==> src/rtl/tm1638_key_scan.sv <==
// rtl/tm1638_key_scan.sv - TM1638 key-scan reader: sends CMD_READ, clocks in 4 key bytes, decodes S1..S8
// Optional feature macro: TM1638_KEY_DEBOUNCE_EN (keys only follow two equal consecutive scans)
`timescale 1ns/1ps
module tm1638_key_scan #(
    parameter int          WAIT_CYC = 2,
    parameter logic [7:0]  CMD_READ = 8'h42
) (
    input  logic       clk,
    input  logic       rst_n,
    input  logic       start,
    output logic       busy,
    output logic       tm_clk,
    output logic       tm_stb,
    output logic       dio_out,
    output logic       dio_oe,
    input  logic       dio_in,
    output logic [7:0] keys,
    output logic [7:0] key_press,
    output logic       key_valid
);

    localparam int WAIT_W = (WAIT_CYC > 1) ? $clog2(WAIT_CYC) : 1;
    localparam int CNT_W  = (WAIT_W > 6) ? WAIT_W : 6;

    typedef enum logic [2:0] {
        S_IDLE,
        S_SETUP,
        S_CMD,
        S_WAIT,
        S_READ,
        S_END
    } state_t;

    state_t             state_q, state_d;
    logic [CNT_W-1:0]   cnt_q, cnt_d;
    logic [31:0]        shift_q, shift_d;
    logic [7:0]         keys_q, keys_d;
    logic [7:0]         press_q, press_d;
    logic               valid_q, valid_d;
    logic               busy_q, busy_d;
    logic               tm_clk_q, tm_clk_d;
    logic               tm_stb_q, tm_stb_d;
    logic               dout_q, dout_d;
    logic               oe_q, oe_d;
    logic [7:0]         raw;
    logic [7:0]         keys_new;

    // Each key byte carries one button in bit 0 and another in bit 4
    assign raw = {shift_q[28], shift_q[20], shift_q[12], shift_q[4],
                  shift_q[24], shift_q[16], shift_q[8],  shift_q[0]};

`ifdef TM1638_KEY_DEBOUNCE_EN
    logic [7:0] prev_raw_q, prev_raw_d;

    assign keys_new = (raw == prev_raw_q) ? raw : keys_q;

    always_ff @(posedge clk or negedge rst_n) begin
        if (!rst_n) begin
            prev_raw_q <= '0;
        end else begin
            prev_raw_q <= prev_raw_d;
        end
    end

    always_comb begin
        prev_raw_d = prev_raw_q;
        if (state_q == S_READ && cnt_q == CNT_W'(63)) begin
            prev_raw_d = raw;
        end
    end
`else
    assign keys_new = raw;
`endif

    always_comb begin
        state_d  = state_q;
        cnt_d    = cnt_q;
        shift_d  = shift_q;
        keys_d   = keys_q;
        press_d  = '0;
        valid_d  = 1'b0;
        tm_clk_d = tm_clk_q;
        tm_stb_d = tm_stb_q;
        dout_d   = dout_q;
        oe_d     = oe_q;

        case (state_q)
            S_IDLE: begin
                if (start) begin
                    state_d  = S_SETUP;
                    cnt_d    = '0;
                    tm_stb_d = 1'b0;
                    tm_clk_d = 1'b1;
                    oe_d     = 1'b1;
                    dout_d   = CMD_READ[0];
                end
            end
            S_SETUP: begin
                state_d  = S_CMD;
                cnt_d    = '0;
                tm_clk_d = 1'b0;
                dout_d   = CMD_READ[0];
            end
            S_CMD: begin
                if (cnt_q == CNT_W'(15)) begin
                    state_d  = S_WAIT;
                    cnt_d    = '0;
                    tm_clk_d = 1'b1;
                    oe_d     = 1'b0;
                    dout_d   = 1'b1;
                end else begin
                    cnt_d    = cnt_q + CNT_W'(1);
                    tm_clk_d = cnt_d[0];
                    // Bit only advances on the falling phase, so DIO is stable while CLK is high
                    dout_d   = CMD_READ[cnt_d[3:1]];
                end
            end
            S_WAIT: begin
                if (cnt_q == CNT_W'(WAIT_CYC - 1)) begin
                    state_d  = S_READ;
                    cnt_d    = '0;
                    tm_clk_d = 1'b0;
                end else begin
                    cnt_d    = cnt_q + CNT_W'(1);
                end
            end
            S_READ: begin
                // Sample on the edge that raises CLK; the chip shifts out on the falling edge
                if (!cnt_q[0]) begin
                    shift_d = {dio_in, shift_q[31:1]};
                end
                if (cnt_q == CNT_W'(63)) begin
                    state_d  = S_END;
                    cnt_d    = '0;
                    tm_stb_d = 1'b1;
                    tm_clk_d = 1'b1;
                    keys_d   = keys_new;
                    press_d  = keys_new & ~keys_q;
                    valid_d  = 1'b1;
                end else begin
                    cnt_d    = cnt_q + CNT_W'(1);
                    tm_clk_d = cnt_d[0];
                end
            end
            S_END: begin
                state_d = S_IDLE;
            end
            default: begin
                state_d  = S_IDLE;
                cnt_d    = '0;
                tm_stb_d = 1'b1;
                tm_clk_d = 1'b1;
                oe_d     = 1'b0;
                dout_d   = 1'b1;
            end
        endcase

        busy_d = (state_d != S_IDLE);
    end

    always_ff @(posedge clk or negedge rst_n) begin
        if (!rst_n) begin
            state_q  <= S_IDLE;
            cnt_q    <= '0;
            shift_q  <= '0;
            keys_q   <= '0;
            press_q  <= '0;
            valid_q  <= 1'b0;
            busy_q   <= 1'b0;
            tm_clk_q <= 1'b1;
            tm_stb_q <= 1'b1;
            dout_q   <= 1'b1;
            oe_q     <= 1'b0;
        end else begin
            state_q  <= state_d;
            cnt_q    <= cnt_d;
            shift_q  <= shift_d;
            keys_q   <= keys_d;
            press_q  <= press_d;
            valid_q  <= valid_d;
            busy_q   <= busy_d;
            tm_clk_q <= tm_clk_d;
            tm_stb_q <= tm_stb_d;
            dout_q   <= dout_d;
            oe_q     <= oe_d;
        end
    end

    assign busy      = busy_q;
    assign tm_clk    = tm_clk_q;
    assign tm_stb    = tm_stb_q;
    assign dio_out   = dout_q;
    assign dio_oe    = oe_q;
    assign keys      = keys_q;
    assign key_press = press_q;
    assign key_valid = valid_q;

endmodule

==> config.mk <==
export PLATFORM = sky130hd
export DESIGN_NAME = tm1638_key_scan
export DESIGN_NICKNAME = d
export VERILOG_FILES = /design/src/rtl/tm1638_key_scan.sv
export SDC_FILE = /design/constraint.sdc
export NUM_CORES = 1
export LEC_CHECK = 0
export BUFFER_PORTS_ARGS = -buffer_cell sky130_fd_sc_hd__buf_2
export CAP_MARGIN = 40
export CORE_MARGIN = 2
export CORE_UTILIZATION = 43
export CTS_BUF_LIST = sky130_fd_sc_hd__clkbuf_2
export DETAILED_ROUTE_END_ITERATION = 10
export GPL_TIMING_DRIVEN = 0
export PLACE_DENSITY = 0.58
export SKIP_LAST_GASP = 1
export SLEW_MARGIN = 5
export SYNTH_ARGS = -nofsm -noshare
export SYNTH_HDL_FRONTEND = slang
export SYNTH_SLANG_ARGS = --single-unit
==> constraint.sdc <==
create_clock -name clk -period 2.35 [get_ports clk]
set_clock_uncertainty 0.15 [all_clocks]
set_input_delay 0.1175 -clock clk [delete_from_list [all_inputs] [get_ports clk]]
set_output_delay 0.1175 -clock clk [all_outputs]
set_load 0.005 [all_outputs]
==> reports/qor.yml, run 1 <==
outcome: "completed"
p_total_mw: 1.82
worstPathRequired_ns: 2.57
post_cts_buffers: 0
use_met2_pct: 20.0
coreArea_um2: 6420
vias_per_cell: 5.29
crit_type: "flip-flop to flip-flop"
vdd.ir_drop.worst_mv: 0.266
synthCells: 223
tns_ns: 0
finalNonFillerCells: 343
arrival_ns: 2.42
worst_pin_slew_ns: 0.778
yosysWarnings: 0
seqCellArea_um2: 1580
fmax_mhz: 454
r2r_cells: 7
critPathMaxFanout: 9
crit_path_start_kind: "flip-flop"
pwr-share-clk_pct: 36.8
top_usage_layer: "met1"
areaGrowthSynthToFinish_pct: 12.7
cts_tree: "yes"
critPathLaunch: "cnt_q[0]$_DFFE_PN0P_"
hold_viol_final: 0
r2r_end: "keys[2]$_DFFE_PN0P_"
p_seq_share_pct: 60.8
cts-root-buf: "clkbuf_2"
fillers: 586
routed_wl_mm: 4.89
fp.dieW_um: 86.0
wl_per_cell_um: 14.3
synth.distinct_cells: 51
synth_fp_nets: 229
whs_ns: 0.0697
firstDrtPassIters: 4
port_buffers: 24
synthesis.area_um2: 2890
dp_slack_ns: 0.0503
synth_seq_cells: 63
ys_top_cells_by_count: "60 x dfrtp_1, 29 x mux2_2, 14 x a21oi_1, 10 x nand2_1, 10 x nor2_1"
routabilityCongestion: 0.874
cap_violations: 0
r2r_start: "cnt_q[0]$_DFFE_PN0P_"
leakagePower_nw: 1.58
synthFlopType: "dfrtp_1"
sw_frac_of_total_pct: 25.1
vias: 1814
worstHoldPathType: "primary input to async pin"
yosysSeqAreaShare_pct: 54.7
use_met3_pct: 4.04
ant_nets: 0
finalWorstSetupSlack_ns: 0.149
use_met1_pct: 21.9
cts_buffer_depth: 2
ioPinCount: 26
fin_area_um2: 3260
power_density_nw_per_um2: 558
rsz0062_at_grt: "false"
hpwlAfterDp_mm: 3.20
rows: 29
dpl_cell_area_um2: 3110
clk-insertion-delay-late_ns: 0.48
antenna_found_initial: 0
synth_top_area_share_pct: 52.0
dp.cells: 324
synth_edf_count: 0
end_kind: "flip-flop"
grt_pass1_vias: 1698
initial_core_util_pct: 45.0
reg2reg_slack_ns: 0.15
combPwrFrac_pct: 2.4
yosysMostFrequentCell: "dfrtp_1"
layout-drive-gt1-share_pct: 39.5
h-tree-depth: 3
track_usage_pct: 15.1
synth.top_cells.by_area: "dfrtp_1 52%, mux2_2 11%, mux2_4 4.2%"
nets: 267
n_antenna_cell: 0
drc_errors: 0
p_int_mw: 1.36
min_period_ns: 2.20
cts_num_sinks: 63
clkTransAtPathRegs_ns: 0.20
netlist.top_cell.by_area: "dfrtp_1"
die_h_um: 86.0
power_switching_uw: 456
async_flop_share_pct: 100
multi_input_area_um2: 1170
drv_slew: 0
post-route-util_pct: 50.7
die_area_um2: 7390
period_share_pct: 93.7
numCtsBuffers: 9
grt_start_max_net_pins: 64
syn_area_per_cell_um2: 13.0
grt-ovfl-total: 0
setup_viol: 0
slew_headroom_pct: 48.2
dr.first_iter.drc_count: 65
grt_pass1_wl_mm: 8.49
==> worst max-delay path, stage by stage (launching register included) <==
cell      delay (ns)
dfrtp_2         0.54
ha_1            0.36
and3_1          0.22
buf_6           0.13
nand3_2         0.09
nand2b_4        0.16
buf_6           0.16
mux2_4          0.30
==> timing repair <==
action / in CTS / in global routing
gates resized for setup: 0 / 1
hold buffers: 3 / 0
endpoints found under the hold margin: 68 / 0
endpoints found under the setup margin: 0 / 17
==> cell families (layout without fill, tap and decap cells) <==
group	count (synthesis)	in the layout	share of synthesized area, %
DFF	63	63	54.7
buffers and inverters	21	64	4.63
and+or+nand+nor	56	56	13.7
adders and majority gates	2	2	0.866
muxes	41	41	17.0
AOI/OAI and AO/OA	40	40	9.10
==> flip-flops by register name (all words and copies together) (netlist names) <==
register   cells
busy           1
cnt_q          6
dio_oe         1
dio_out        1
key_press      8
key_valid      1
keys           8
shift_q       32
state_q        3
tm_clk         1
tm_stb         1
==> layout by cell type, fill, tap and decap left out, types with 4 or more instances in the layout <==
cell / instances
dfrtp_1: 59
mux2_2: 29
buf_2: 25
a21oi_1: 14
nor2_1: 10
nand2_1: 10
clkbuf_2: 9
inv_1: 8
nor3b_2: 8
o21ai_0: 8
mux2_4: 8
buf_6: 5
nor3_1: 4
o211ai_1: 4
==> power groups by stage <==
stage / combinational [mW] / clock (mW) / sequential (mW)
6_report: 0.0441 / 0.669 / 1.11
5_1_grt: 0.0515 / 0.766 / 1.11
4_1_cts: 0.0467 / 0.702 / 1.11
3_5_place_dp: 0.0425 / 0 / 1.13
3_3_place_gp: 0.0418 / 0 / 1.13
2_1_floorplan: 0.0169 / 0 / 1.12
==> layout make-up <==
type                            instances  area share (%)
Buffer                                 13            3.19
Clock buffer                            9            1.38
Clock inverter                          7            2.23
Inverter                                8           0.922
Multi-Input combinational cell        139            36.1
Sequential cell                        63            48.6
Tap cell                               77            2.96
Timing Repair Buffer                   27            4.69
==> metal layers <==
metal	wire (µm)	share of wire [%]
met5	0	0
met4	104	2.1
met3	166	3.4
met2	2220	45
met1	2410	49
==> worst max path at each step <==
| stage | end | slack (ns) | cells past startpoint |
|---|---|---|---|
| final | keys[2]$_DFFE_PN0P_ | 0.15 | 7 |
| after global routing | key_press[6]$_DFF_PN0_ | 0.03 | 8 |
| after CTS | keys[2]$_DFFE_PN0P_ | 0.04 | 7 |
| after detailed placement | keys[0]$_DFFE_PN0P_ | 0.05 | 7 |
| after global placement | keys[2]$_DFFE_PN0P_ | 0.07 | 7 |
| after floorplan | keys[0]$_DFFE_PN0P_ | 0.33 | 7 |
(Power assumes the default switching activity.)
==> inputs of run 2 (changes only) <==
- CORE_ASPECT_RATIO: not set -> 1.1
==> run 2 against run 1 <==
  * Clock power down 7.6%
  * Critical path depth unchanged
  * Sequential power about the same
  * Combinational power about the same
  * Non-clock buffer count unchanged
  * Global-route usage up 0.10 points
  * Flip-flop and latch count unchanged
  * Via count down 0.17%
  * First-iteration DRC count up 71%
  * Critical path type unchanged
  * Critical endpoint is now keys[7]$_DFFE_PN0P_
==> reports/qor.yml, run 2 (same netlist as run 1, synthesis figures left out) <==
crit_type: "flip-flop to flip-flop"
vias: 1811  # -0.17%
numCtsBuffers: 9  # unchanged
r2r_start: "cnt_q[0]$_DFFE_PN0P_"
ioPinCount: 26  # unchanged
grt_start_max_net_pins: 64  # unchanged
worstHoldPathType: "primary input to async pin"
wl_per_cell_um: 14.3  # +0.40%
crit_chain: "ha_1 -> and3_1 -> buf_6 -> nand3_2 -> nand2b_4 -> buf_6 -> mux2_4"
layout-drive-gt1-share_pct: 38.5  # -0.98 points
coreArea_um2: 6560  # +2.1%
slew_headroom_pct: 48.7  # +0.52 points
arrival_ns: 2.39  # -0.03 ns
min_period_ns: 2.18  # -0.0216 ns
dpl_cell_area_um2: 3110  # +0.20%
outcome: "completed"
power_density_nw_per_um2: 545  # -2.5%
fmax_mhz: 459  # +0.99%
crit_path_start_kind: "flip-flop"
grt_pass1_wl_mm: 8.51  # +0.16%
ant_nets: 0  # unchanged
routed_wl_mm: 4.97  # +1.6%
initial_core_util_pct: 44.1  # -0.91 points
n_antenna_cell: 0  # unchanged
cp_num_cells: 7  # unchanged
dr.first_iter.drc_count: 111  # +71%
layout.cells.most_common: "dfrtp_1"
antenna_found_initial: 0  # unchanged
mostFrequentLayoutCells: "59 x dfrtp_1, 29 x mux2_2, 25 x buf_2, 14 x a21oi_1"
port_buffers: 24  # unchanged
worstPathRequired_ns: 2.56  # about the same
vdd.ir_drop.worst_mv: 0.260  # -2.2%
fp.dieW_um: 82.2  # -4.4%
post-route-util_pct: 49.5  # -1.2 points
largest_reg_flops: 32  # unchanged
nets: 267  # unchanged
grt-ovfl-total: 0  # unchanged
cts_num_sinks: 63  # unchanged
cts-root-buf: "clkbuf_2"
tns_ns: 0  # unchanged
worst-path-buf-inv: 2  # unchanged
hold_viol_final: 0  # unchanged
post_cts_buffers: 0  # unchanged
largest_register: "shift_q"
drc_errors: 0  # unchanged
r2r_end: "keys[7]$_DFFE_PN0P_"
die_area_um2: 7390  # about the same
end_kind: "flip-flop"
grt_pass1_vias: 1750  # +3.1%
leakagePower_nw: 1.57  # -0.34%
cts_tree: "yes"
reg2reg_slack_ns: 0.17  # +0.02 ns
drv_slew: 0  # unchanged
hpwlAfterDp_mm: 3.28  # +2.5%
fin_area_um2: 3250  # -0.35%
setup_viol: 0  # unchanged
firstDrtPassIters: 4  # unchanged
clkTransAtPathRegs_ns: 0.18  # -0.02 ns
critPathMaxFanout: 9  # unchanged
routabilityCongestion: 0.749  # -14%
period_share_pct: 92.8  # -0.92 points
rsz0062_at_grt: "false"
rows: 31  # +6.9%
cts_buffer_depth: 2  # unchanged
h-tree-depth: 3  # unchanged
clk-insertion-delay-late_ns: 0.48  # about the same
crit_path_frequent_cell: "buf_6"
die_h_um: 90.0  # +4.7%
crit_family: "flip-flops"
r2r_cells: 7  # unchanged
track_usage_pct: 15.2  # +0.10 points
cpPeakStageDelay_ns: 0.53  # about the same
worst_pin_slew_ns: 0.770  # -0.00780 ns
cap_violations: 0  # unchanged
crit_path_top_delay_cell: "dfrtp_2"
vias_per_cell: 5.22  # -1.3%
areaGrowthSynthToFinish_pct: 12.3
==> run 2: cell types whose count changed in the layout (fill, tap and decap cells not counted) <==
cell / change
clkinv_4: -1
clkinv_2: -1
inv_6: -1
clkinv_1: +2
clkbuf_2: +1
clkinvlp_4: -1
==> run 2: per-layer routing <==
| metal | track usage (%) | wire length (µm) |
|---|---|---|
| met3 | 3.61 | 161 |
| met4 | 6.67 | 104 |
| met2 | 23.0 | 2380 |
| met1 | 20.5 | 2320 |
| met5 | 0 | 0 |
==> run 2: layout make-up <==
type / instances / area [µm²]
inverter: 8 / 30.0
buffer: 13 / 104
multi-input combinational: 139 / 1170
tap: 82 / 103
fill: 596 / 3310
clock buffer: 10 / 50.0
sequential: 63 / 1580
timing repair buffer: 27 / 153
clock inverter: 5 / 50.0
==> run 2: what timing repair did <==
action | 4_1_cts | 5_1_grt
endpoints found under the setup margin | 0 | 16
hold buffers | 3 | 0
resized for setup | 0 | 1
hold endpoints to repair | 68 | 0
==> run 2: how the worst max path moves through the flow <==
stage / end / slack (ns) / start
detailed placement: keys[4]$_DFFE_PN0P_ / 0.04 / cnt_q[0]$_DFFE_PN0P_
global route: keys[7]$_DFFE_PN0P_ / 0.07 / cnt_q[0]$_DFFE_PN0P_
finish: keys[7]$_DFFE_PN0P_ / 0.17 / cnt_q[0]$_DFFE_PN0P_
floorplan: keys[0]$_DFFE_PN0P_ / 0.33 / cnt_q[0]$_DFFE_PN0P_
CTS: keys[7]$_DFFE_PN0P_ / 0.03 / cnt_q[0]$_DFFE_PN0P_
global placement: keys[0]$_DFFE_PN0P_ / 0.04 / cnt_q[0]$_DFFE_PN0P_
==> run 2: through the flow <==
stage / power (mW) / std cells / setup slack (ns) / hold slack (ns)
CTS: 1.80 / 347 / 0.0281 / 0.0910
floorplan: 1.14 / 223 / 0.325 / -0.328
global route: 1.87 / 347 / 0.0675 / 0.135
finish: 1.77 / 347 / 0.170 / 0.0966
detailed placement: 1.17 / 329 / 0.0445 / 0.110
global placement: 1.17 / 329 / 0.0422 / 0.203
==> run 2: report_power, final <==
part / switching (mW) / internal [mW] / total (mW)
combinational: 0.0269 / 0.0175 / 0.0444
sequential: 0.00721 / 1.10 / 1.11
clock: 0.382 / 0.236 / 0.618
total: 0.416 / 1.35 / 1.77
==> inputs of run 3 (changes only) <==
- CORE_ASPECT_RATIO: 1.1 -> 0.8
==> run 3 against run 2 <==
  * Die area about the same
  * First-iteration DRC count is 9.9% higher
  * Critical path type unchanged
  * Cell count grew 0.58%
==> reports/qor.yml, run 3 (same netlist as run 1, synthesis figures left out) <==
outcome: "completed"
clk-insertion-delay-late_ns: 0.47  # about the same
grt_pass1_vias: 1670  # -4.6%
numCtsBuffers: 9  # unchanged
vdd.ir_drop.worst_mv: 0.278  # +7.1%
nets: 267  # unchanged
multi_input_area_um2: 1170  # unchanged
r2r_cells: 8  # +1
coreArea_um2: 6440  # -1.7%
clkTransAtPathRegs_ns: 0.16  # -0.02 ns
n_antenna_cell: 0  # unchanged
grt_pass1_wl_mm: 8.48  # -0.32%
initial_core_util_pct: 44.9  # +0.78 points
leakagePower_nw: 1.57  # unchanged
post_cts_buffers: 0  # unchanged
fp.dieW_um: 95.6  # +16%
port_buffers: 24  # unchanged
die_area_um2: 7390  # about the same
slew_headroom_pct: 46.0  # -2.7 points
track_usage_pct: 15.4  # +0.27 points
setup_viol: 0  # unchanged
antenna_found_initial: 0  # unchanged
end_kind: "flip-flop"
wl_per_cell_um: 14.7  # +2.8%
die_h_um: 77.3  # -14%
worst_pin_slew_ns: 0.810  # +0.0400 ns
dp.cells: 331  # +0.61%
cts-root-buf: "clkbuf_2"
worstHoldPathType: "primary input to async pin"
vias: 1806  # -0.28%
pwr-share-clk_pct: 34.8  # about the same
seqCellArea_um2: 1580  # unchanged
routabilityCongestion: 0.794  # +6.0%
cap_violations: 0  # unchanged
layout.cells.most_common: "dfrtp_1"
sw_frac_of_total_pct: 23.3  # -0.19 points
cts_buffer_depth: 2  # unchanged
arrival_ns: 2.40  # about the same
min_period_ns: 2.16  # -0.0175 ns
ioPinCount: 26  # unchanged
hold_viol_final: 0  # unchanged
worstPathRequired_ns: 2.59  # +0.03 ns
rsz0062_at_grt: "false"
cts_tree: "yes"
firstDrtPassIters: 4  # unchanged
drv_slew: 0  # unchanged
vias_per_cell: 5.17  # -0.85%
combPwrFrac_pct: 2.6  # about the same
mostFrequentLayoutCells: "59 x dfrtp_1, 29 x mux2_2, 25 x buf_2, 14 x a21oi_1"
crit_type: "flip-flop to flip-flop"
ant_nets: 0  # unchanged
power_switching_uw: 411  # -1.0%
finalNonFillerCells: 349  # +0.58%
hpwlAfterDp_mm: 3.38  # +2.8%
cts_num_sinks: 63  # unchanged
r2r_end: "key_press[7]$_DFF_PN0_"
h-tree-depth: 3  # unchanged
power_density_nw_per_um2: 543  # -0.32%
tns_ns: 0  # unchanged
layout-drive-gt1-share_pct: 38.5  # unchanged
grt_start_max_net_pins: 64  # unchanged
fmax_mhz: 462  # +0.81%
dr.first_iter.drc_count: 122  # +9.9%
critPathMaxFanout: 10  # +1
routed_wl_mm: 5.14  # +3.4%
fillers: 604  # +1.3%
reg2reg_slack_ns: 0.19  # +0.02 ns
rows: 26  # -16%
r2r_start: "cnt_q[0]$_DFFE_PN0P_"
grt-ovfl-total: 0  # unchanged
period_share_pct: 92.0  # -0.74 points
p_int_mw: 1.35  # unchanged
largest_register: "shift_q"
drc_errors: 0  # unchanged
p_seq_share_pct: 62.7  # +0.2 points
largest_reg_flops: 32  # unchanged
crit_path_start_kind: "flip-flop"
areaGrowthSynthToFinish_pct: 12.4  # about the same
==> run 3: cell counts in the layout (fill, tap and decap cells not counted) <==
No cell type changed its count.
==> run 3: worst max-delay path, cell delays in order (launching register included) <==
cell,delay [ns]
dfrtp_2,0.52
ha_1,0.34
and3_1,0.21
buf_6,0.13
nand3_2,0.09
nand2b_4,0.15
buf_6,0.16
buf_8,0.16
nor3b_2,0.18
==> run 3: worst max-delay path by stage <==
stage	startpoint	end	slack, ns	cells after the start
floorplan	cnt_q[0]$_DFFE_PN0P_	keys[0]$_DFFE_PN0P_	0.33	7
global placement	cnt_q[0]$_DFFE_PN0P_	key_press[7]$_DFF_PN0_	0.07	8
CTS	cnt_q[0]$_DFFE_PN0P_	key_press[7]$_DFF_PN0_	0.02	8
detailed placement	cnt_q[0]$_DFFE_PN0P_	key_press[7]$_DFF_PN0_	0.04	8
global route	cnt_q[0]$_DFFE_PN0P_	key_press[7]$_DFF_PN0_	0.07	8
finish	cnt_q[0]$_DFFE_PN0P_	key_press[7]$_DFF_PN0_	0.19	8
==> run 3: cell type report <==
type | instances | share of cell area [%]
multi-input cells | 139 | 36.2
plain buffers | 13 | 3.20
flip-flops and latches | 63 | 48.7
clock buffers | 10 | 1.54
repair buffers | 27 | 4.70
clock inverters | 5 | 1.54
inverters | 8 | 0.924
well taps | 84 | 3.24
==> run 3: repair_timing <==
| action | in CTS | in global routing |
|---|---|---|
| hold buffers | 3 | 0 |
| setup endpoints to repair | 0 | 14 |
| resized for setup | 0 | 1 |
| hold endpoints to repair | 68 | 0 |
==> run 3: power groups by stage <==
stage,Sequential (mW),Combinational (mW),Clock [mW]
2_1_floorplan,1.12,0.0169,0
3_3_place_gp,1.13,0.0416,0
3_5_place_dp,1.13,0.0437,0
4_1_cts,1.11,0.0475,0.642
5_1_grt,1.11,0.0520,0.695
6_report,1.11,0.0450,0.613
==> run 3: per-stage QoR <==
step	worst slack (ns)	cell area (µm²)	total power, mW	util (%)	hold slack (ns)
after floorplan	0.325	2890	1.14	-	-0.328
after global placement	0.0693	3110	1.17	48.3	0.184
after detailed placement	0.0418	3120	1.17	48.4	0.118
after CTS	0.0214	3250	1.80	50.4	0.0964
after global routing	0.0739	3250	1.86	50.4	0.0953
final	0.188	3250	1.76	50.4	0.102
==> run 3: per-layer routing <==
| metal | vias to the layer above | GRT usage, % | wire, µm |
|---|---|---|---|
| li1 | 885 | - | - |
| met1 | 872 | 23.8 | 2680 |
| met2 | 47 | 19.4 | 2150 |
| met3 | 2 | 6.78 | 282 |
| met4 | 0 | 4.29 | 35 |
| met5 | - | 0 | 0 |
